===== config.mk =====
export PLATFORM = sky130hd
export DESIGN_NAME = spinv_game_sequencer_flat
export DESIGN_NICKNAME = d
export VERILOG_FILES = /design/src/rtl/spinv_game_sequencer_if.sv /design/src/rtl/spinv_game_sequencer.sv /design/src/flat_wrapper.sv
export SDC_FILE = /design/constraint.sdc
export NUM_CORES = 1
export LEC_CHECK = 0
export BUFFER_PORTS_ARGS = -buffer_cell sky130_fd_sc_hd__buf_2
export CORE_MARGIN = 1.5
export CORE_UTILIZATION = 25
export DETAILED_ROUTE_END_ITERATION = 8
export SETUP_SLACK_MARGIN = 0.15
export SYNTH_ARGS = -nofsm -noshare
export SYNTH_HDL_FRONTEND = slang
export SYNTH_SLANG_ARGS = --single-unit

===== constraint.sdc =====
create_clock -name Clk -period 6.7 [get_ports Clk]
set_clock_uncertainty 0.15 [all_clocks]
set_input_delay 0.335 -clock Clk [delete_from_list [all_inputs] [get_ports Clk]]
set_output_delay 0.335 -clock Clk [all_outputs]
set_load 0.03 [all_outputs]

===== src/rtl/spinv_game_sequencer_if.sv =====
// spinv_game_sequencer_if
//   Bundles the signals between the game-phase sequencer and the rest of the
//   Space Invaders datapath.
//
//   Game events into the sequencer:
//     start            debounced start button, level
//     player_hit       one-cycle pulse, return fire struck the ship
//     wave_cleared     level, all aliens of the wave destroyed
//     invaders_landed  level, bottom alien row passed the ship line
//   Sequencer outputs to the datapath:
//     state            phase code (0 IDLE .. 5 OVER); also the FSM debug view
//     frame_tick       one-cycle pulse, once per frame
//     ship_en, alien_en, proj_en, fire_en   per-frame update strobes
//     field_clr, shots_clr                  one-cycle clear pulses
//     lives, level     game status
//
//   Handshake rule: there is no valid/ready pair. Every strobe and clear is
//   a single-cycle, fire-and-forget pulse. A consumer acts on it in the cycle
//   it is high and cannot stall it. Event inputs are sampled every cycle with
//   no acknowledge; a pulse that arrives while it is ignored is simply lost.
//
//   Modports: master = sequencer side, slave = datapath side.
interface spinv_game_sequencer_if;
  logic       start;
  logic       player_hit;
  logic       wave_cleared;
  logic       invaders_landed;
  logic [2:0] state;
  logic       frame_tick;
  logic       ship_en;
  logic       alien_en;
  logic       proj_en;
  logic       fire_en;
  logic       field_clr;
  logic       shots_clr;
  logic [1:0] lives;
  logic [3:0] level;

  modport master (
    input  start, player_hit, wave_cleared, invaders_landed,
    output state, frame_tick, ship_en, alien_en, proj_en, fire_en,
           field_clr, shots_clr, lives, level
  );

  modport slave (
    output start, player_hit, wave_cleared, invaders_landed,
    input  state, frame_tick, ship_en, alien_en, proj_en, fire_en,
           field_clr, shots_clr, lives, level
  );
endinterface


===== src/rtl/spinv_game_sequencer.sv =====
// spinv_game_sequencer
//   Game-phase controller for the Space Invaders datapath. It runs the phase
//   FSM (IDLE, START banner, PLAY, HIT pause, CLEARED, OVER), tracks lives
//   and level, divides Clk down to a frame tick, and issues the per-frame
//   update strobes and the field and shot clear pulses.
//
//   Ports:
//     Clk    system clock
//     reset  synchronous, active-high
//     bus    spinv_game_sequencer_if.master (events in, strobes and status out)
//
//   The FSM state is driven straight onto bus.state, which is the debug view.
module spinv_game_sequencer #(
  parameter int FRAME_DIV      = 1666667,
  parameter int ALIEN_DIV_INIT = 4,
  parameter int ALIEN_DIV_MIN  = 1,
  parameter int BANNER_FRAMES  = 120,
  parameter int LIVES          = 3
) (
  input  logic                          Clk,
  input  logic                          reset,
  spinv_game_sequencer_if.master        bus
);

  localparam int FW = (FRAME_DIV > 1) ? $clog2(FRAME_DIV) : 1;
  localparam int BW = (BANNER_FRAMES > 1) ? $clog2(BANNER_FRAMES) : 1;
  localparam int AW = 8;

  localparam logic [FW-1:0] FRAME_LAST  = FW'(FRAME_DIV - 1);
  localparam logic [BW-1:0] BANNER_LAST = BW'(BANNER_FRAMES - 1);
  localparam logic [1:0]    LIVES_INIT  = 2'(LIVES);
  localparam logic [3:0]    LEVEL_MAX   = 4'd15;

  typedef enum logic [2:0] {
    S_IDLE    = 3'd0,
    S_START   = 3'd1,
    S_PLAY    = 3'd2,
    S_HIT     = 3'd3,
    S_CLEARED = 3'd4,
    S_OVER    = 3'd5
  } state_t;

  state_t        state_q;
  logic [FW-1:0] fcnt_q;
  logic [BW-1:0] bcnt_q;
  logic [AW-1:0] acnt_q;
  logic          parity_q;
  logic          start_q;
  logic [1:0]    lives_q;
  logic [3:0]    level_q;
  logic          field_clr_q;
  logic          shots_clr_q;

  logic          frame_tick;
  logic          start_evt;
  logic          banner_done;
  logic          in_play;
  logic [AW-1:0] adiv;
  logic          alien_last;
  int            lvl_m1;

  // ---------------------------------------------------------------------------
  // Frame divider: free-running in every state, including IDLE and OVER.
  // ---------------------------------------------------------------------------
  assign frame_tick = (fcnt_q == FRAME_LAST);

  always_ff @(posedge Clk) begin
    if (reset) begin
      fcnt_q <= '0;
    end else if (frame_tick) begin
      fcnt_q <= '0;
    end else begin
      fcnt_q <= fcnt_q + 1'b1;
    end
  end

  // Start edge detector. start_q resets high so that a button held down
  // through reset release is not seen as a fresh press.
  always_ff @(posedge Clk) begin
    if (reset) begin
      start_q <= 1'b1;
    end else begin
      start_q <= bus.start;
    end
  end

  assign start_evt   = bus.start & ~start_q;
  assign banner_done = frame_tick & (bcnt_q == BANNER_LAST);
  assign in_play     = (state_q == S_PLAY);

  // Alien step divider: one frame faster per level, never below the minimum.
  // Done in signed int arithmetic so a high level cannot wrap the result to
  // a huge divider.
  always_comb begin
    lvl_m1 = int'(level_q) - 1;
    if ((ALIEN_DIV_INIT - lvl_m1) > ALIEN_DIV_MIN) begin
      adiv = AW'(ALIEN_DIV_INIT - lvl_m1);
    end else begin
      adiv = AW'(ALIEN_DIV_MIN);
    end
  end

  assign alien_last = (acnt_q == (adiv - 1'b1));

  // ---------------------------------------------------------------------------
  // Phase FSM with its banner/alien/parity counters, lives, level and the
  // registered clear pulses. Clears are raised on the edge that enters
  // START or HIT, so they are high exactly for the first cycle there and can
  // never overlap a PLAY-only enable.
  // ---------------------------------------------------------------------------
  always_ff @(posedge Clk) begin
    if (reset) begin
      state_q     <= S_IDLE;
      bcnt_q      <= '0;
      acnt_q      <= '0;
      parity_q    <= 1'b0;
      lives_q     <= LIVES_INIT;
      level_q     <= 4'd1;
      field_clr_q <= 1'b0;
      shots_clr_q <= 1'b0;
    end else begin
      field_clr_q <= 1'b0;
      shots_clr_q <= 1'b0;

      // Default counter motion; entry assignments below override these.
      if (frame_tick) begin
        bcnt_q   <= bcnt_q + 1'b1;
        parity_q <= ~parity_q;
      end

      case (state_q)
        S_IDLE, S_OVER: begin
          if (start_evt) begin
            state_q     <= S_START;
            lives_q     <= LIVES_INIT;
            level_q     <= 4'd1;
            bcnt_q      <= '0;
            field_clr_q <= 1'b1;
          end
        end

        S_START, S_HIT: begin
          if (banner_done) begin
            state_q  <= S_PLAY;
            acnt_q   <= '0;
            parity_q <= 1'b0;
          end
        end

        S_PLAY: begin
          // Priority: landed > hit > cleared. A hit that loses to a landing
          // is dropped, not remembered.
          if (bus.invaders_landed) begin
            state_q <= S_OVER;
            lives_q <= 2'd0;
          end else if (bus.player_hit) begin
            if (lives_q <= 2'd1) begin
              state_q <= S_OVER;
              lives_q <= 2'd0;
            end else begin
              state_q     <= S_HIT;
              lives_q     <= lives_q - 2'd1;
              bcnt_q      <= '0;
              shots_clr_q <= 1'b1;
            end
          end else if (bus.wave_cleared) begin
            state_q <= S_CLEARED;
            bcnt_q  <= '0;
            if (level_q != LEVEL_MAX) begin
              level_q <= level_q + 4'd1;
            end
          end else if (frame_tick) begin
            acnt_q <= alien_last ? '0 : (acnt_q + 1'b1);
          end
        end

        S_CLEARED: begin
          if (banner_done) begin
            state_q     <= S_START;
            bcnt_q      <= '0;
            field_clr_q <= 1'b1;
          end
        end

        default: begin
          state_q <= S_IDLE;
        end
      endcase
    end
  end

  // ---------------------------------------------------------------------------
  // Outputs. Enables are gated by the registered PLAY state, so they are
  // zero in every other phase.
  // ---------------------------------------------------------------------------
  assign bus.state      = state_q;
  assign bus.frame_tick = frame_tick;
  assign bus.ship_en    = in_play & frame_tick;
  assign bus.proj_en    = in_play & frame_tick;
  assign bus.fire_en    = in_play & frame_tick & ~parity_q;
  assign bus.alien_en   = in_play & frame_tick & alien_last;
  assign bus.field_clr  = field_clr_q;
  assign bus.shots_clr  = shots_clr_q;
  assign bus.lives      = lives_q;
  assign bus.level      = level_q;

endmodule

===== src/flat_wrapper.sv =====
// flat-port wrapper written by rule: the top's interface ports become plain ports
module spinv_game_sequencer_flat 
#(
  parameter int FRAME_DIV      = 1666667,
  parameter int ALIEN_DIV_INIT = 4,
  parameter int ALIEN_DIV_MIN  = 1,
  parameter int BANNER_FRAMES  = 120,
  parameter int LIVES          = 3
)
  (Clk, reset, bus_start, bus_player_hit, bus_wave_cleared, bus_invaders_landed, bus_state, bus_frame_tick, bus_ship_en, bus_alien_en, bus_proj_en, bus_fire_en, bus_field_clr, bus_shots_clr, bus_lives, bus_level);
  spinv_game_sequencer_if bus_i ();
  input  logic Clk;
  input  logic reset;
  input wire logic [$bits(bus_i.start)-1:0] bus_start;
  input wire logic [$bits(bus_i.player_hit)-1:0] bus_player_hit;
  input wire logic [$bits(bus_i.wave_cleared)-1:0] bus_wave_cleared;
  input wire logic [$bits(bus_i.invaders_landed)-1:0] bus_invaders_landed;
  output wire logic [$bits(bus_i.state)-1:0] bus_state;
  output wire logic [$bits(bus_i.frame_tick)-1:0] bus_frame_tick;
  output wire logic [$bits(bus_i.ship_en)-1:0] bus_ship_en;
  output wire logic [$bits(bus_i.alien_en)-1:0] bus_alien_en;
  output wire logic [$bits(bus_i.proj_en)-1:0] bus_proj_en;
  output wire logic [$bits(bus_i.fire_en)-1:0] bus_fire_en;
  output wire logic [$bits(bus_i.field_clr)-1:0] bus_field_clr;
  output wire logic [$bits(bus_i.shots_clr)-1:0] bus_shots_clr;
  output wire logic [$bits(bus_i.lives)-1:0] bus_lives;
  output wire logic [$bits(bus_i.level)-1:0] bus_level;
  assign bus_i.start = bus_start;
  assign bus_i.player_hit = bus_player_hit;
  assign bus_i.wave_cleared = bus_wave_cleared;
  assign bus_i.invaders_landed = bus_invaders_landed;
  assign bus_state = bus_i.state;
  assign bus_frame_tick = bus_i.frame_tick;
  assign bus_ship_en = bus_i.ship_en;
  assign bus_alien_en = bus_i.alien_en;
  assign bus_proj_en = bus_i.proj_en;
  assign bus_fire_en = bus_i.fire_en;
  assign bus_field_clr = bus_i.field_clr;
  assign bus_shots_clr = bus_i.shots_clr;
  assign bus_lives = bus_i.lives;
  assign bus_level = bus_i.level;
  spinv_game_sequencer #(.FRAME_DIV(FRAME_DIV), .ALIEN_DIV_INIT(ALIEN_DIV_INIT), .ALIEN_DIV_MIN(ALIEN_DIV_MIN), .BANNER_FRAMES(BANNER_FRAMES), .LIVES(LIVES)) u_core (.Clk(Clk), .reset(reset), .bus(bus_i));
endmodule

==> flow_results.org <==
** Pwr
- The share of total power dissipated in the clock network is 43.0%.
- Internal power comes to 0.567 mW.
- Sequential share of power :: 39.6%
- The analysis attributes to cell leakage a power of 1.35 nW.
- Power per cell area :: around 200 mW/mm^2
- Net switching fraction of the power :: roughly 25%
- IR analysis of the VDD net gives a maximum drop of roughly 0.00010 V.
- Net switching power of the design :: between 0.15 and 0.2 mW
- Gate power share :: 17.4%

** CTS
- After clock tree synthesis, the flow added hold-fix buffers numbering 0.
- Once the clock tree was built, the setup fixing pass inserted 0 buffers.
- After clock tree synthesis, the clock-pin slew on the worst setup and hold paths is approximately 70 ps.
- In this run the clock root is driven by a sky130_fd_sc_hd__clkbuf_16.
- Htree depth :: 2
- TritonCTS built the clock tree.
- After clock tree synthesis, the repair step resized 0 gates.
- Total clock buffers created by CTS :: 5
- Number of clock sinks :: 49
- Clock Path Buffers :: 2
- Clock insertion delay at the later pin of the skew report :: 290 ps

** Routing
- DR iter-0 viols :: 166
- After detailed routing, the number of vias per cell comes to 4.86.
- For this block, the routed nets add up to about 7.2 mm of wire.
- Before antenna repair, the detailed router went through 5 iterations.
- Number of remaining DRC errors :: 0
- Wire per inst :: 12.1 um
- In this run the remaining antenna-violating nets after routing total 0.
- For this block, the via count after detailed routing is 2,867.

** Setup path
- Data arrival time of the critical path :: 5580 ps
- Startpoint type of the worst setup path :: flop
- The cell that appears most often on the critical path is sky130_fd_sc_hd__ha_1.
- In this design, the largest share of critical-path delay is due to simple AND/OR/NAND/NOR gates.
- The worst setup path is captured at an output pin.
- Slowest cell delay on critical path :: between 500 and 600 ps
- The critical path goes through inv_1 > ha_1 > nor3b_1 > a221oi_1 > o21a_1 > ha_1 > nor4bb_1 > nand2_1 > a2111oi_4 > a31oi_2 > and2_1 > ha_1 > or3_1 > a31oi_1 > o21ai_0 > a21oi_1 > nor4b_2 > o2111ai_2 > nor2_1 > buf_2.
- The slowest stage of the critical path belongs to the cell sky130_fd_sc_hd__dfxtp_2.
- The worst setup path is of the reg -> out kind.
- Of all nets on the critical path, the largest fanout is 17.
- Required time of the critical path :: ~6200 ps
- Critical path buffer and inverter count :: 2

** Cells and area
- Ant. Diodes :: 0
- Compared with the post-synthesis result, the final layout area differs by 13.1%.
- At the end of the flow, the number of nets in the layout was 438.
- Measured on the finished design, the core utilization comes to between 20% and 30%.
- Fraction of layout cells with a size suffix above 1 :: 11.2%
- # fillers :: between 1k and 1.5k

** Yosys
- During synthesis, Yosys emitted a total of 0 warnings.
- The synthesized netlist devotes 11.4% of its cell area to XOR and XNOR gates.
- Post-Synthesis Mean Instance Area :: 8.01 um^2
- Number of instances in the synthesized netlist :: about 400
- For this run, asynchronously set or reset flops after synthesis account for 0%.
- Predominant post-synthesis flop cell :: sky130_fd_sc_hd__dfxtp_1
- Yosys reg bits :: between 40 and 50
- For this run, the register share of the synthesized area comes to 30.1%.
- Yosys top cell area share :: between 30% and 40%
- Synthesized cell area :: 0.00326 mm^2
- Counting flops with a built-in enable in the synthesized netlist gives 0.
- Post-synthesis mux area share :: 1.69%
- Biggest area contributors in the synthesized netlist :: sky130_fd_sc_hd__dfxtp_1 (30%), sky130_fd_sc_hd__nor2_1 (6.7%), sky130_fd_sc_hd__ha_1 (5.8%)
- The biggest area contributor in the post-synthesis netlist is sky130_fd_sc_hd__dfxtp_1.
- When the netlist entered floorplanning its net count stood at 428.
- The synthesized netlist contains 59 unique library cells.
- Share of synthesized cell area in full adder, half adder and majority cells :: 5.76%
- Post-Synth Simple-Gate Area :: 31.6%
- Main combinational cell family by area after synthesis :: simple AND/OR/NAND/NOR gates
- Summing the areas of all compound-gate instances in the mapped netlist gives 15.0% of the synthesized area.

** Timing
- Peak clock frequency supported by timing :: approximately 160 MHz
- The worst path meets setup with about 640 ps of slack.
- Minimum clock period after layout :: approximately 6100 ps
- Worst slew margin relative to its limit :: around half
- Hold is met by roughly 110 ps.
- Of the available clock period, the critical path in the final layout requires 90.5%.
- Setup repair after global routing missed its margin :: false
- The max-slew violation total from the final report was 0.
- Setup TNS :: 0 ps
- Slew at the pin closest to its max-slew limit :: 757 ps
- Setup violations remaining at the end of the flow were counted as 0.
- Count of endpoints failing hold in the final timing report :: 0

** Placement
- Count of input and output buffers :: 21
- Minimum setup slack after placement :: 824 ps
- HPWL after detailed placement :: 5.29 mm
- RD Place Congestion :: 0.824

** Floorplan
- The floorplan step defined a core boundary enclosing roughly 0.013 mm^2.
- Initial Utilization :: between 20% and 30%
- Area of the die :: 0.0137 mm^2
- The floorplan has 41 rows.
- In this run the horizontal extent of the chip is 117 um.
- Height of the die :: 117 um
- 22 I/O pins were placed.

** Global route
- The number of global-route vias before repair came to 2,750.
- The initial antenna violation count was 0.
- Pin count of the biggest net entering global routing :: 22
- Global routing used between 10 and 15% of the available tracks.
- For this run the aggregate overflow at the end of global routing stands at 0.
- The first global-routing pass estimated 12.4 mm of wire.

** Run status
- The run finished with clean final reports.

** Min path
- In this run the worst hold path is classified as in -> reg.

** Run
- The tool flagged a number of max-cap violations equal to 0.
==> registers in the layout, indices dropped and copies added, names as in the netlist <==
register	count
u_core.fcnt_q	21
u_core.acnt_q	8
u_core.bcnt_q	7
u_core.bus.level	4
u_core.bus.state	3
u_core.bus.lives	2
u_core.bus.field_clr	1
u_core.bus.shots_clr	1
u_core.parity_q	1
u_core.start_q	1
==> final timing paths <==
kind                       start  depth (start not counted)  slack, ps          endpoint
max          u_core.bus.level[0]                         20        640      bus_alien_en
max reg2reg  u_core.bus.level[0]                         20       1200  u_core.acnt_q[2]
min                    bus_start                          2        110    u_core.start_q
min reg2reg     u_core.fcnt_q[0]                          1        330  u_core.fcnt_q[0]
==> cell families after synthesis <==
family / Yosys count
compound gates: 70
xor+xnor: 40
fa+ha+maj: 15
buf+inv: 31
flops: 49
mux: 5
simple gates: 197
==> power groups by stage <==
stage          clock network (mW)  logic, mW  registers, mW
2_1_floorplan                   0      0.108          0.307
3_3_place_gp                    0      0.126          0.307
3_5_place_dp                    0      0.132          0.307
4_1_cts                     0.333      0.132          0.300
5_1_grt                     0.347      0.146          0.301
6_report                    0.326      0.132          0.300
==> metrics by stage <==
step	power, mW	cell area (um^2)	std cells
final	0.758	3680	590
after CTS	0.766	3680	590
after global routing	0.794	3680	590
after floorplan	0.415	3260	407
after detailed placement	0.439	3490	582
after global placement	0.433	3490	582
==> synthesized netlist by cell type (all sizes together) (4+ instances only) <==
| cell | instances |
|---|---|
| xor2 | 21 |
| buf | 8 |
| nor3b | 4 |
| or3 | 9 |
| a31oi | 8 |
| o21bai | 4 |
| nand4 | 11 |
| dfxtp | 49 |
| a21oi | 16 |
| nand2 | 38 |
| xnor2 | 18 |
| a21o | 4 |
| ha | 15 |
| clkbuf | 11 |
| nor2 | 58 |
| nor2b | 6 |
| nand2b | 6 |
| o21ai | 18 |
| nor3 | 6 |
| nand3 | 25 |
| mux2i | 4 |
| nor4b | 10 |
| and3 | 6 |
| inv | 12 |
==> metal layers <==
layer	vias to the layer above	part of all wire [%]	track usage [%]
li1	1458	-	-
met2	46	49	20.0
met5	-	0	0
met4	0	1.2	3.53
met3	8	3.1	2.32
met1	1355	47	13.1
==> cell usage in the layout (no fill, tap or decap), types with 2 or more instances in the layout <==
cell type	netlist	layout
sky130_fd_sc_hd__a21o_1	4	4
sky130_fd_sc_hd__a21oi_1	16	16
sky130_fd_sc_hd__a221oi_1	2	2
sky130_fd_sc_hd__a31oi_1	7	7
sky130_fd_sc_hd__and3_1	6	6
sky130_fd_sc_hd__buf_2	5	21
sky130_fd_sc_hd__bufinv_16	0	2
sky130_fd_sc_hd__clkbuf_16	0	5
sky130_fd_sc_hd__dfxtp_1	49	48
sky130_fd_sc_hd__ha_1	15	15
sky130_fd_sc_hd__inv_1	12	12
sky130_fd_sc_hd__mux2i_1	4	4
sky130_fd_sc_hd__nand2_1	38	38
sky130_fd_sc_hd__nand2b_1	6	6
sky130_fd_sc_hd__nand3_1	25	25
sky130_fd_sc_hd__nand3b_1	3	3
sky130_fd_sc_hd__nand4_1	11	11
sky130_fd_sc_hd__nand4b_1	2	2
sky130_fd_sc_hd__nor2_1	58	58
sky130_fd_sc_hd__nor2b_1	6	6
sky130_fd_sc_hd__nor3_1	6	6
sky130_fd_sc_hd__nor3b_1	4	4
sky130_fd_sc_hd__nor4_1	3	3
sky130_fd_sc_hd__nor4b_1	8	8
sky130_fd_sc_hd__nor4b_2	2	2
sky130_fd_sc_hd__nor4bb_1	2	2
sky130_fd_sc_hd__o211ai_1	2	2
sky130_fd_sc_hd__o21a_1	3	3
sky130_fd_sc_hd__o21ai_0	16	16
sky130_fd_sc_hd__o21ai_1	2	2
sky130_fd_sc_hd__o21bai_1	4	4
sky130_fd_sc_hd__or2_2	2	2
sky130_fd_sc_hd__or3_1	9	9
sky130_fd_sc_hd__or3b_2	2	2
sky130_fd_sc_hd__xnor2_1	17	17
sky130_fd_sc_hd__xor2_1	21	21
==> cell type report <==
cell class | instances | area [um^2] | share of cell area, %
inverter | 12 | 45.0 | 1.22
sequential | 49 | 982 | 26.7
multi-input combinational | 327 | 2140 | 58.0
clock inverter | 3 | 68.8 | 1.87
tap | 172 | 215 | 5.84
clock buffer | 5 | 125 | 3.40
timing repair buffer | 22 | 113 | 3.06
Power figures use the tool's default switching activity.
